==> config.mk <==
export PLATFORM = sky130hd
export DESIGN_NAME = watchdog_supervisor_flat
export DESIGN_NICKNAME = d
export VERILOG_FILES = /design/src/rtl/watchdog_pkg.sv /design/src/rtl/watchdog_supervisor_if.sv /design/src/rtl/kick_edge_detect.sv /design/src/rtl/watchdog_supervisor.sv /design/src/flat_wrapper.sv
export SDC_FILE = /design/constraint.sdc
export NUM_CORES = 1
export LEC_CHECK = 0
export CAP_MARGIN = 20
export CORE_MARGIN = 3
export CORE_UTILIZATION = 56
export CTS_BUF_LIST = sky130_fd_sc_hd__clkbuf_4 sky130_fd_sc_hd__clkbuf_8 sky130_fd_sc_hd__clkbuf_16
export DETAILED_ROUTE_END_ITERATION = 7
export GPL_TIMING_DRIVEN = 0
export PLACE_DENSITY = 0.73
export SETUP_SLACK_MARGIN = 0.2
export SKIP_CTS_REPAIR_TIMING = 1
export SYNTH_ARGS = -nofsm -noshare
export SYNTH_HDL_FRONTEND = slang
export SYNTH_SLANG_ARGS = --single-unit
==> constraint.sdc <==
create_clock -name ipClk -period 2.8 [get_ports ipClk]
set_input_delay 0.28 -clock ipClk [delete_from_list [all_inputs] [get_ports ipClk]]
set_output_delay 0.28 -clock ipClk [all_outputs]
set_load 0.005 [all_outputs]
==> src/rtl/watchdog_pkg.sv <==
// Shared types and constant helpers for the watchdog supervisor slice.
package watchdog_pkg;

  typedef enum logic [2:0] {
    stIdle    = 3'd0,
    stArmed   = 3'd1,
    stRun     = 3'd2,
    stTrip    = 3'd3,
    stLockout = 3'd4
  } wdState_e;

  localparam logic [7:0] RetrySaturate = 8'hFF;

  // Number of bits needed to hold the values 0 .. value-1.
  function automatic int unsigned clog2(input longint unsigned value);
    longint unsigned span;
    int unsigned bits;
    span = (value > 64'd0) ? value - 64'd1 : 64'd0;
    bits = 0;
    while (span > 64'd0) begin
      bits++;
      span = span >> 1;
    end
    return bits;
  endfunction

  // 64-bit product keeps large clock rates with long windows from overflowing.
  function automatic longint unsigned msToCycles(input longint unsigned freqHz,
                                                 input longint unsigned ms);
    return (freqHz * ms) / 64'd1000;
  endfunction

endpackage

==> src/rtl/watchdog_supervisor_if.sv <==
// Heartbeat/control and status bundle between the supervised system and the supervisor.
interface watchdog_supervisor_if;

  logic       ipEnable;
  logic       ipKick;
  logic       ipClearFault;
  logic       opSysReset;
  logic       opFault;
  logic       opTimeout;
  logic [7:0] opRetryCount;
  logic [2:0] opState;

  modport master (
    output ipEnable, ipKick, ipClearFault,
    input  opSysReset, opFault, opTimeout, opRetryCount, opState
  );

  modport slave (
    input  ipEnable, ipKick, ipClearFault,
    output opSysReset, opFault, opTimeout, opRetryCount, opState
  );

endinterface

==> src/rtl/kick_edge_detect.sv <==
// Two-flop rising-edge detector; pulses for one cycle, one cycle after the level rises.
module kick_edge_detect (
  input  logic ipClk,
  input  logic ipReset,
  input  logic ipLevel,
  output logic opPulse
);

  logic [1:0] levelHistory;

  always_ff @(posedge ipClk) begin
    if (ipReset) begin
      levelHistory <= 2'b00;
    end else begin
      levelHistory <= {levelHistory[0], ipLevel};
    end
  end

  assign opPulse = (levelHistory == 2'b01);

endmodule

==> src/rtl/watchdog_supervisor.sv <==
// Heartbeat watchdog: grace window, kick timeout, fixed reset pulse and lockout after repeated trips.
module watchdog_supervisor
  import watchdog_pkg::*;
#(
  parameter int unsigned Clk_Frequency    = 50000000,
  parameter int unsigned Timeout_ms       = 100,
  parameter int unsigned Grace_ms         = 500,
  parameter int unsigned ResetHold_cycles = 1024,
  parameter int unsigned MaxRetries       = 3
) (
  input logic ipClk,
  input logic ipReset,
  watchdog_supervisor_if.slave bus
);

  localparam longint unsigned TimeoutCycles = msToCycles(64'(Clk_Frequency), 64'(Timeout_ms));
  localparam longint unsigned GraceCycles   = msToCycles(64'(Clk_Frequency), 64'(Grace_ms));
  localparam longint unsigned HoldCycles    = 64'(ResetHold_cycles);
  localparam longint unsigned MaxCycles =
    (TimeoutCycles > GraceCycles) ?
      ((TimeoutCycles > HoldCycles) ? TimeoutCycles : HoldCycles) :
      ((GraceCycles > HoldCycles) ? GraceCycles : HoldCycles);
  localparam int unsigned CntWidth = (clog2(MaxCycles) < 1) ? 1 : clog2(MaxCycles);

  localparam logic [CntWidth-1:0] timeoutLoad = CntWidth'(TimeoutCycles - 64'd1);
  localparam logic [CntWidth-1:0] graceLoad   = CntWidth'(GraceCycles - 64'd1);
  localparam logic [CntWidth-1:0] holdLoad    = CntWidth'(HoldCycles - 64'd1);
  localparam logic [CntWidth-1:0] cntOne      = CntWidth'(1);
  localparam logic [7:0]          retryLimit  = 8'(MaxRetries);

  if (TimeoutCycles < 64'd1 || GraceCycles < 64'd1 || HoldCycles < 64'd1 ||
      MaxRetries < 1 || MaxRetries > 255) begin : gParamCheck
    $error("watchdog_supervisor: derived cycle counts must be >= 1 and MaxRetries 1..255");
  end

  wdState_e          state;
  logic [CntWidth-1:0] count;
  logic [7:0]        retryCount;
  logic              sysReset;
  logic              fault;
  logic              timeoutPulse;
  logic              kick;

  kick_edge_detect uKickEdge (
    .ipClk   (ipClk),
    .ipReset (ipReset),
    .ipLevel (bus.ipKick),
    .opPulse (kick)
  );

  // One shared down-counter serves the grace, kick-timeout and reset-hold windows;
  // a kick on the expiry cycle always beats the trip.
  always_ff @(posedge ipClk) begin
    if (ipReset) begin
      state        <= stIdle;
      count        <= '0;
      retryCount   <= '0;
      sysReset     <= 1'b0;
      fault        <= 1'b0;
      timeoutPulse <= 1'b0;
    end else begin
      timeoutPulse <= 1'b0;
      unique case (state)
        stIdle: begin
          if (bus.ipEnable) begin
            state <= stArmed;
            count <= graceLoad;
          end
        end
        stArmed, stRun: begin
          if (!bus.ipEnable) begin
            state <= stIdle;
          end else if (kick) begin
            state <= stRun;
            count <= timeoutLoad;
            if (state == stArmed) retryCount <= '0;
          end else if (count == '0) begin
            state        <= stTrip;
            count        <= holdLoad;
            sysReset     <= 1'b1;
            timeoutPulse <= 1'b1;
            retryCount   <= (retryCount == RetrySaturate) ? retryCount : retryCount + 8'd1;
          end else begin
            count <= count - cntOne;
          end
        end
        stTrip: begin
          if (count == '0) begin
            if (retryCount >= retryLimit) begin
              state <= stLockout;
              fault <= 1'b1;
            end else begin
              state    <= bus.ipEnable ? stArmed : stIdle;
              count    <= graceLoad;
              sysReset <= 1'b0;
            end
          end else begin
            count <= count - cntOne;
          end
        end
        stLockout: begin
          if (bus.ipClearFault) begin
            state      <= stArmed;
            count      <= graceLoad;
            retryCount <= '0;
            sysReset   <= 1'b0;
            fault      <= 1'b0;
          end
        end
        default: begin
          state    <= stIdle;
          sysReset <= 1'b0;
          fault    <= 1'b0;
        end
      endcase
    end
  end

  assign bus.opSysReset   = sysReset;
  assign bus.opFault      = fault;
  assign bus.opTimeout    = timeoutPulse;
  assign bus.opRetryCount = retryCount;
  assign bus.opState      = state;

endmodule
==> src/flat_wrapper.sv <==
// flat-port wrapper written by rule: the top's interface ports become plain ports
module watchdog_supervisor_flat import watchdog_pkg::*;
#(
  parameter int unsigned Clk_Frequency    = 50000000,
  parameter int unsigned Timeout_ms       = 100,
  parameter int unsigned Grace_ms         = 500,
  parameter int unsigned ResetHold_cycles = 1024,
  parameter int unsigned MaxRetries       = 3
)
  (ipClk, ipReset, bus_ipEnable, bus_ipKick, bus_ipClearFault, bus_opSysReset, bus_opFault, bus_opTimeout, bus_opRetryCount, bus_opState);
  watchdog_supervisor_if bus_i ();
  input logic ipClk;
  input logic ipReset;
  input wire logic [$bits(bus_i.ipEnable)-1:0] bus_ipEnable;
  input wire logic [$bits(bus_i.ipKick)-1:0] bus_ipKick;
  input wire logic [$bits(bus_i.ipClearFault)-1:0] bus_ipClearFault;
  output wire logic [$bits(bus_i.opSysReset)-1:0] bus_opSysReset;
  output wire logic [$bits(bus_i.opFault)-1:0] bus_opFault;
  output wire logic [$bits(bus_i.opTimeout)-1:0] bus_opTimeout;
  output wire logic [$bits(bus_i.opRetryCount)-1:0] bus_opRetryCount;
  output wire logic [$bits(bus_i.opState)-1:0] bus_opState;
  assign bus_i.ipEnable = bus_ipEnable;
  assign bus_i.ipKick = bus_ipKick;
  assign bus_i.ipClearFault = bus_ipClearFault;
  assign bus_opSysReset = bus_i.opSysReset;
  assign bus_opFault = bus_i.opFault;
  assign bus_opTimeout = bus_i.opTimeout;
  assign bus_opRetryCount = bus_i.opRetryCount;
  assign bus_opState = bus_i.opState;
  watchdog_supervisor #(.Clk_Frequency(Clk_Frequency), .Timeout_ms(Timeout_ms), .Grace_ms(Grace_ms), .ResetHold_cycles(ResetHold_cycles), .MaxRetries(MaxRetries)) u_core (.ipClk(ipClk), .ipReset(ipReset), .bus(bus_i));
endmodule
**Word level (Yosys, flattened, before mapping)**

Cells that the tools add are included.

- Bits in registers: 41
- Input bits: 5
- Logic and storage cells: 80

- Add/sub/neg operators: 2
- Order comparisons: 1
- Equal/unequal tests: 19
- Muxes and demuxes: 35
- Bitwise logic cells: 4
- Reduce and logical (&&, ||, !) cells: 12

Operators by type and width:

| kind | number |
|---|---|
| two-way mux 25 bit | 7 |
| case mux 25 bit (4 select lines) | 1 |
| two-way mux 8 bit | 6 |
| logical NOT 25 bit | 1 |
| subtractor 25 x 1 -> 25 bit (second input constant) | 1 |
| two-way mux 3 bit | 7 |
| case mux 8 bit (2 select lines) | 1 |
| case mux 3 bit (4 select lines) | 1 |
| two-way mux 1 bit | 10 |
| != test 2 bit (second input constant) | 5 |
| adder 8 x 1 -> 8 bit (second input constant) | 1 |
| == test 8 bit (second input constant) | 1 |
| greater-or-equal comparator 8 x 2 -> 1 bit (second input constant) | 1 |
| AND reduction 4 bit | 2 |
| AND reduction 7 bit | 1 |
| == test 3 x 2 -> 1 bit (second input constant) | 2 |
| != test 2 x 1 -> 1 bit (second input constant) | 3 |
| != test 3 bit (second input constant) | 2 |
| AND reduction 6 bit | 1 |
| AND reduction 5 bit | 1 |
| != test 4 x 2 -> 1 bit (second input constant) | 1 |
| inverter 1 bit | 4 |
| case mux 1 bit (4 select lines) | 1 |
| nonzero test 4 bit | 1 |
| 11 further kinds | 11 |

**Depth between registers and ports, before layout**

Gate-level depths: netlist of the first run.

- Depth in word-level cells: 6
- Depth in mapped cells: 11
- Mapped depth without buffers: 8

**By module**

A second synthesis of the first run with hierarchy kept.

- Cell total of the unflattened synthesis: 326
- Area total of the unflattened synthesis: 2522.4 µm²

Modules (own cells, without submodules):

| module | times used | cells each | area each (µm²) | seq. area each (µm²) |
|---|---|---|---|---|
| watchdog_supervisor | 1 | 321 | 2461.1 | 780.7 |
| kick_edge_detect | 1 | 5 | 61.3 | 40.0 |

**Worst setup path before layout of the first run**

Ideal clock, no wire load.

- Kind: register to register
- From: reg u_core.count[0]
- To: reg u_core.count[14]
- Setup time: 91 ps
- Arrival: 1995 ps
- Required time: 2709 ps
- Path slack: 714 ps
- Cell stages (with the launch flop): 12
- Buffers on the path: 3
- Cells stage by stage: dfxtp_1 inv_1 ha_1 nor3b_1 and2_1 buf_2 and3_1 buf_6 a21oi_4 buf_2 nor2_1 a311oi_1

- Longest elaborated chain between the ends: 5

RTL lines:

| what | line | text |
|---|---|---|
| start: declaration | watchdog_supervisor.sv:37 | `logic [CntWidth-1:0] count;` |
| start signal: assignment | watchdog_supervisor.sv:67 | `count <= graceLoad;` |
| start signal: assignment | watchdog_supervisor.sv:75 | `count <= timeoutLoad;` |
| start signal: assignment | watchdog_supervisor.sv:79 | `count <= holdLoad;` |
| subtractor 25 x 1 -> 25 bit / logical NOT 25 bit (equally long branches) | n/a |  |
| two-way mux 25 bit | watchdog_supervisor.sv:77 | `end else if (count == '0) begin` |
| two-way mux 25 bit | watchdog_supervisor.sv:73 | `end else if (kick) begin` |
| two-way mux 25 bit | watchdog_supervisor.sv:71 | `if (!bus.ipEnable) begin` |
| case mux 25 bit (4 select lines) | watchdog_supervisor.sv:63 | `unique case (state)` |

Several ways; a longest one is shown, not always the timed one. The select of a mux whose other input is x is not followed.
A chain may end at the register's enable or synchronous reset.

**Final worst setup path of the first run**

- From: reg u_core.count[18]
- To: reg u_core.count[21]

Same word-level chain as after synthesis.

==> results.json, run 1 <==
{
  "status": "finished clean",
  "synthSimpleGateAreaFrac_pct": 30.4,
  "critical_path_arrival_ns": 2.68,
  "die_y_um": 73.5,
  "nets": 356,
  "antenna_found_initial": 0,
  "slew_headroom_pct": 54.1,
  "yosysMostFrequentCell": "dfxtp_1",
  "coreArea_um2": 4200,
  "crit_type": "reg -> reg",
  "start_util_pct": 60.7,
  "first_pass_iters": 5,
  "pin_count": 19,
  "route.detailed.drc": 0,
  "viasPerCell": 6.52,
  "synth.area.top_cells": "dfxtp_1, a21oi_1, nor2_1",
  "area_delta_synth_final_pct": 14.1,
  "power_w": 0.00154,
  "seq_area_frac_synth_pct": 32.2,
  "cts_made_buffers": 5,
  "avgSynthCellArea_um2": 7.85,
  "ant_nets": 0,
  "min_period_ns": 2.51,
  "setup_tns_ns": 0,
  "clk_pin_slew_ns": 0.08,
  "rsz0062_at_grt": "false",
  "routabilityCongestion": 0.928,
  "grt_overflow_total": 0,
  "io_buffer_count": 17,
  "finalHoldViolCount": 0,
  "synth_edf_count": 0,
  "syn-cell-area_um2": 2550,
  "cts-root-buf": "clkbuf_8",
  "drv_cap": 0,
  "antenna_cells": 0,
  "post-route-period-util_pct": 89.8,
  "ys_types": 55,
  "ir_drop_mv": 0.452,
  "dp_cells": 392,
  "p_leak_nw": 1.02,
  "drv_slew": 0,
  "clkSinkCount": 41,
  "layout-drive-gt1-share_pct": 10.9,
  "cts_buffer_depth": 2,
  "drtIter0Drc": 188,
  "tightestPinTransition_ns": 0.688,
  "die_w_um": 73.5,
  "pwr_density_cell_nw_per_um2": 530,
  "synth_mux_area_share_pct": 0,
  "hpwlAfterDp_um": 4720,
  "htreeDepth": 2,
  "hold_path_class": "in -> reg",
  "skew_ns": 0.00741,
  "layout.cells.non_filler": 400,
  "ys_ff_latch": 41,
  "synth_compound_area_share_pct": 30.0,
  "final_core_util_pct": 69.3,
  "fmax_mhz": 398,
  "synth_fa_ha_area_share_pct": 1.37,
  "grt_max_degree": 12,
  "synth_ff_type": "dfxtp_1",
  "setup_viol": 0,
  "path_max_fanout": 9,
  "vias": 2606,
  "cp_data_required_time_ns": 2.97,
  "synth_top_area_cell": "dfxtp_1",
  "grt_first_pass_wirelength_um": 10800,
  "synth_xor_area_share_pct": 0.687,
  "synth_top_family_by_area": "simple AND/OR/NAND/NOR gates",
  "synth_cells": 325,
  "grt_pass1_vias": 2251,
  "wirelength_um": 6590,
  "synthArstFlopShare_pct": 0,
  "clock_latency_ns": 0.29,
  "grt.total_usage_pct": 25.6,
  "cts_tree": "done",
  "core.rowCount": 23,
  "syn_nets": 332,
  "cp-start-kind": "flip-flop",
  "die_area_um2": 5400,
  "cp-end-kind": "flip-flop",
  "synth_common_cells": "dfxtp_1, nor2_1, a21oi_1, o21ai_0, nand2_1",
  "synthDominantCellAreaShare_pct": 32.2,
  "detail_route.wl_per_cell_um": 16.5,
  "ys_warn_count": 0
}
[registers in the layout, summed over array words and instances (netlist names)]
name and count:
u_core.bus.opRetryCount 8, u_core.bus.opTimeout 1, u_core.bus.opSysReset 1, u_core.bus.opFault 1, u_core.count 25, u_core.bus.opState 3, u_core.uKickEdge.levelHistory 2
[stage by stage]
| stage | setup WS (ns) | hold WS (ns) | area (µm²) |
|---|---|---|---|
| after floorplan | 0.714 | 0.408 | 2550 |
| after detailed placement | 0.000483 | 0.471 | 2780 |
| after global placement | -0.00223 | 0.468 | 2780 |
| after global routing | 0.197 | 0.387 | 2910 |
| after CTS | 0.225 | 0.365 | 2870 |
| final | 0.287 | 0.375 | 2910 |
[cell usage in the layout (no fill, tap or decap), drive strengths merged, types with 9 or more instances in the layout]
| cell | netlist | final |
|---|---|---|
| a21oi | 37 | 37 |
| buf | 13 | 12 |
| clkbuf | 6 | 15 |
| clkdlybuf4s50 | 0 | 17 |
| dfxtp | 41 | 41 |
| nand2 | 22 | 22 |
| nor2 | 39 | 39 |
| nor3 | 13 | 13 |
| nor4 | 12 | 12 |
| o21ai | 27 | 27 |
| or4 | 9 | 9 |
[cells by family (layout without fill, tap and decap cells)]
kind of cell    after synthesis  count (layout)
xor+xnor                      2               2
flops                        41              41
simple gates                140             140
buf+inv                      25              50
fa+ha+maj                     3               3
compound gates              114             114
[power breakdown]
part	switching [W]	internal (W)	leakage, nW
Sequential	0.0000605	0.000626	0.336
Combinational	0.000273	0.000182	0.630
Clock	0.000194	0.000206	0.0498
[layout make-up]
class / count / area [µm²]
inverter: 6 / 22.5
buffer: 19 / 116
multi-input combinational: 259 / 1630
tap: 50 / 62.6
clock buffer: 8 / 91.3
timing repair buffer: 17 / 170
sequential: 41 / 821
fill: 352 / 1290
[routing by layer]
metal / vias up / track usage, % / wire (µm)
met3: 10 / 4.38 / 430
met5: - / 0 / 0
li1: 1277 / - / -
met2: 114 / 37.4 / 2850
met1: 1205 / 37.8 / 3210
met4: 0 / 8.65 / 94
[critical path, cell delays in order, from the launching register on]
cell      delay, ns
dfxtp_1        0.31
buf_6          0.13
nor4_2         0.46
nand4_1        0.26
o41a_2         0.63
nor2_1         0.35
or2_2          0.21
a311oi_2       0.04
[path summary, 6_finish.rpt]
path	to	cells after the start	from	slack, ns
setup / recovery	u_core.count[21]	7	u_core.count[18]	0.29
hold / removal	u_core.count[19]	3	ipReset	0.38
setup reg to reg	u_core.count[21]	7	u_core.count[18]	0.29
hold reg to reg	u_core.uKickEdge.levelHistory[1]	1	u_core.uKickEdge.levelHistory[0]	0.48
(Power assumes the default switching activity.)
==> run 2: changes to the inputs <==
--- a/config.mk
+++ b/config.mk
@@ -6,12 +6,14 @@
 export NUM_CORES = 1
 export LEC_CHECK = 0
 export CAP_MARGIN = 20
+export CELL_PAD_IN_SITES_DETAIL_PLACEMENT = 1
+export CELL_PAD_IN_SITES_GLOBAL_PLACEMENT = 1
 export CORE_MARGIN = 3
-export CORE_UTILIZATION = 56
+export CORE_UTILIZATION = 44
 export CTS_BUF_LIST = sky130_fd_sc_hd__clkbuf_4 sky130_fd_sc_hd__clkbuf_8 sky130_fd_sc_hd__clkbuf_16
 export DETAILED_ROUTE_END_ITERATION = 7
 export GPL_TIMING_DRIVEN = 0
-export PLACE_DENSITY = 0.73
+export PLACE_DENSITY = 0.76
 export SETUP_SLACK_MARGIN = 0.2
 export SKIP_CTS_REPAIR_TIMING = 1
 export SYNTH_ARGS = -nofsm -noshare
==> results.json, run 2 (synthesized netlist as in run 1, its figures left out) <==
{
  "grt_pass1_vias": 2489,
  "clk_pin_slew_ns": 0.08,
  "ir_drop_mv": 0.295,
  "power_frac_comb_pct": 30.2,
  "p_leak_nw": 1.03,
  "cts_made_buffers": 5,
  "htreeDepth": 2,
  "tightestPinTransition_ns": 0.658,
  "io_buffer_count": 17,
  "layout-drive-gt1-share_pct": 11.7,
  "top_register": "u_core.count",
  "antenna_cells": 0,
  "cp_cell_sequence": "clkdlybuf4s50_1, nand2b_1, o32ai_4, o41a_2, nor2_2, or2_2, a311oi_2",
  "hpwlAfterDp_um": 5770,
  "layout_common_cells": "dfxtp_1, nor2_1, a21oi_1",
  "nets": 357,
  "r2r_slack_ns": 0.37,
  "crit_end": "u_core.count[21]",
  "setup_tns_ns": 0,
  "critical_path_arrival_ns": 2.66,
  "finalHoldViolCount": 0,
  "detail_route.wl_per_cell_um": 19.0,
  "grt_first_pass_wirelength_um": 12800,
  "dp_cells": 414,
  "cp_slowest_cell": "clkdlybuf4s50_1",
  "area_delta_synth_final_pct": 16.1,
  "cp-start-kind": "input port",
  "skew_ns": 0.00596,
  "largest_reg_flops": 25,
  "route.detailed.drc": 0,
  "start_util_pct": 45.7,
  "grt.total_usage_pct": 24.9,
  "fin_area_um2": 2960,
  "path_max_fanout": 9,
  "coreArea_um2": 5570,
  "post-route-period-util_pct": 87.3,
  "cts_buffer_depth": 2,
  "layout.cells.non_filler": 423,
  "place_area_um2": 2810,
  "cp_data_required_time_ns": 3.01,
  "first_pass_iters": 4,
  "routabilityCongestion": 0.869,
  "min_period_ns": 2.44,
  "r2r-end": "u_core.count[18]",
  "die_area_um2": 6740,
  "rsz0062_at_grt": "false",
  "clkPwrFrac_pct": 26.3,
  "clkSinkCount": 41,
  "pin_count": 19,
  "final_core_util_pct": 53.1,
  "clock_latency_ns": 0.29,
  "drv_slew": 0,
  "core.rowCount": 27,
  "crit_type": "in -> reg",
  "wirelength_um": 8030,
  "cp-end-kind": "flip-flop",
  "grt_overflow_total": 0,
  "slowest_delay_ns": 0.62,
  "drtIter0Drc": 145,
  "rr_startpoint": "u_core.count[15]",
  "internal_power_w": 0.00102,
  "status": "finished clean",
  "fmax_mhz": 409,
  "pwr-share-seq_pct": 43.5,
  "vias": 2593,
  "grt_max_degree": 12,
  "viasPerCell": 6.13,
  "setup_viol": 0,
  "slew_headroom_pct": 56.1,
  "crit_start": "bus_ipEnable",
  "n_fill_cell": 687,
  "cts-root-buf": "clkbuf_8",
  "hold_path_class": "in -> reg",
  "pwr_density_cell_nw_per_um2": 537,
  "antenna_found_initial": 0,
  "final_common_cell": "dfxtp_1",
  "switchingPower_w": 0.000570,
  "cts_tree": "done",
  "netSwitchingFraction_pct": 35.9,
  "ant_nets": 0,
  "die_y_um": 82.1,
  "drv_cap": 0,
  "die_w_um": 82.1,
  "r2r_cells": 7,
  "hold-worst-slack_ns": 0.371
}
-- run 2: cell types whose count changed in the layout (fill, tap and decap cells not counted), sizes merged --
cell  previous run  this run
buf             12        13
-- run 2: layout make-up --
class / count / area, µm² / share of cell area [%]
flip-flops and latches: 41 / 821 / 27.7
inverters: 6 / 22.5 / 0.760
repair buffers: 18 / 178 / 6.00
well taps: 72 / 90.1 / 3.04
multi-input cells: 259 / 1640 / 55.3
clock buffers: 8 / 91.3 / 3.08
plain buffers: 19 / 121 / 4.10
-- run 2: per-stage QoR --
| stage | setup WS [ns] | total power [W] |
|---|---|---|
| after detailed placement | -0.129 | 0.00115 |
| after global routing | 0.206 | 0.00168 |
| final | 0.355 | 0.00159 |
| after floorplan | 0.714 | 0.00102 |
| after global placement | -0.0944 | 0.00114 |
| after CTS | 0.0368 | 0.00157 |
-- run 2: worst min-delay path by stage --
stage                                          start                          endpoint  slack (ns)  cells after the start
finish                                       ipReset                  u_core.count[19]        0.37                      3
global route                                 ipReset                  u_core.count[21]        0.39                      3
CTS                                          ipReset                  u_core.count[19]        0.37                      3
detailed placement  u_core.uKickEdge.levelHistory[0]  u_core.uKickEdge.levelHistory[1]        0.48                      1
global placement                    u_core.count[23]                  u_core.count[23]        0.47                      1
floorplan                                 bus_ipKick  u_core.uKickEdge.levelHistory[0]        0.41                      1
-- run 2: per-layer routing --
| metal | vias up | track usage (%) | routed length, µm |
|---|---|---|---|
| met5 | - | 0 | 0 |
| met4 | 0 | 5.32 | 80 |
| met3 | 9 | 3.58 | 223 |
| met2 | 42 | 43.9 | 3930 |
| met1 | 1263 | 32.2 | 3790 |
| li1 | 1279 | - | - |
-- run 2: power groups by stage --
stage	Sequential, W	Clock, W	Combinational [W]
2_1_floorplan	0.000686	0	0.000333
3_5_place_dp	0.000699	0	0.000453
6_report	0.000691	0.000418	0.000480
4_1_cts	0.000686	0.000424	0.000459
5_1_grt	0.000700	0.000449	0.000528
3_3_place_gp	0.000697	0	0.000445
-- run 2: critical path, delay by kind of cell --
kind / cells / cell delay [ns]
compound gates: 3 / 1.11
buf+inv: 1 / 0.62
simple gates: 3 / 0.65
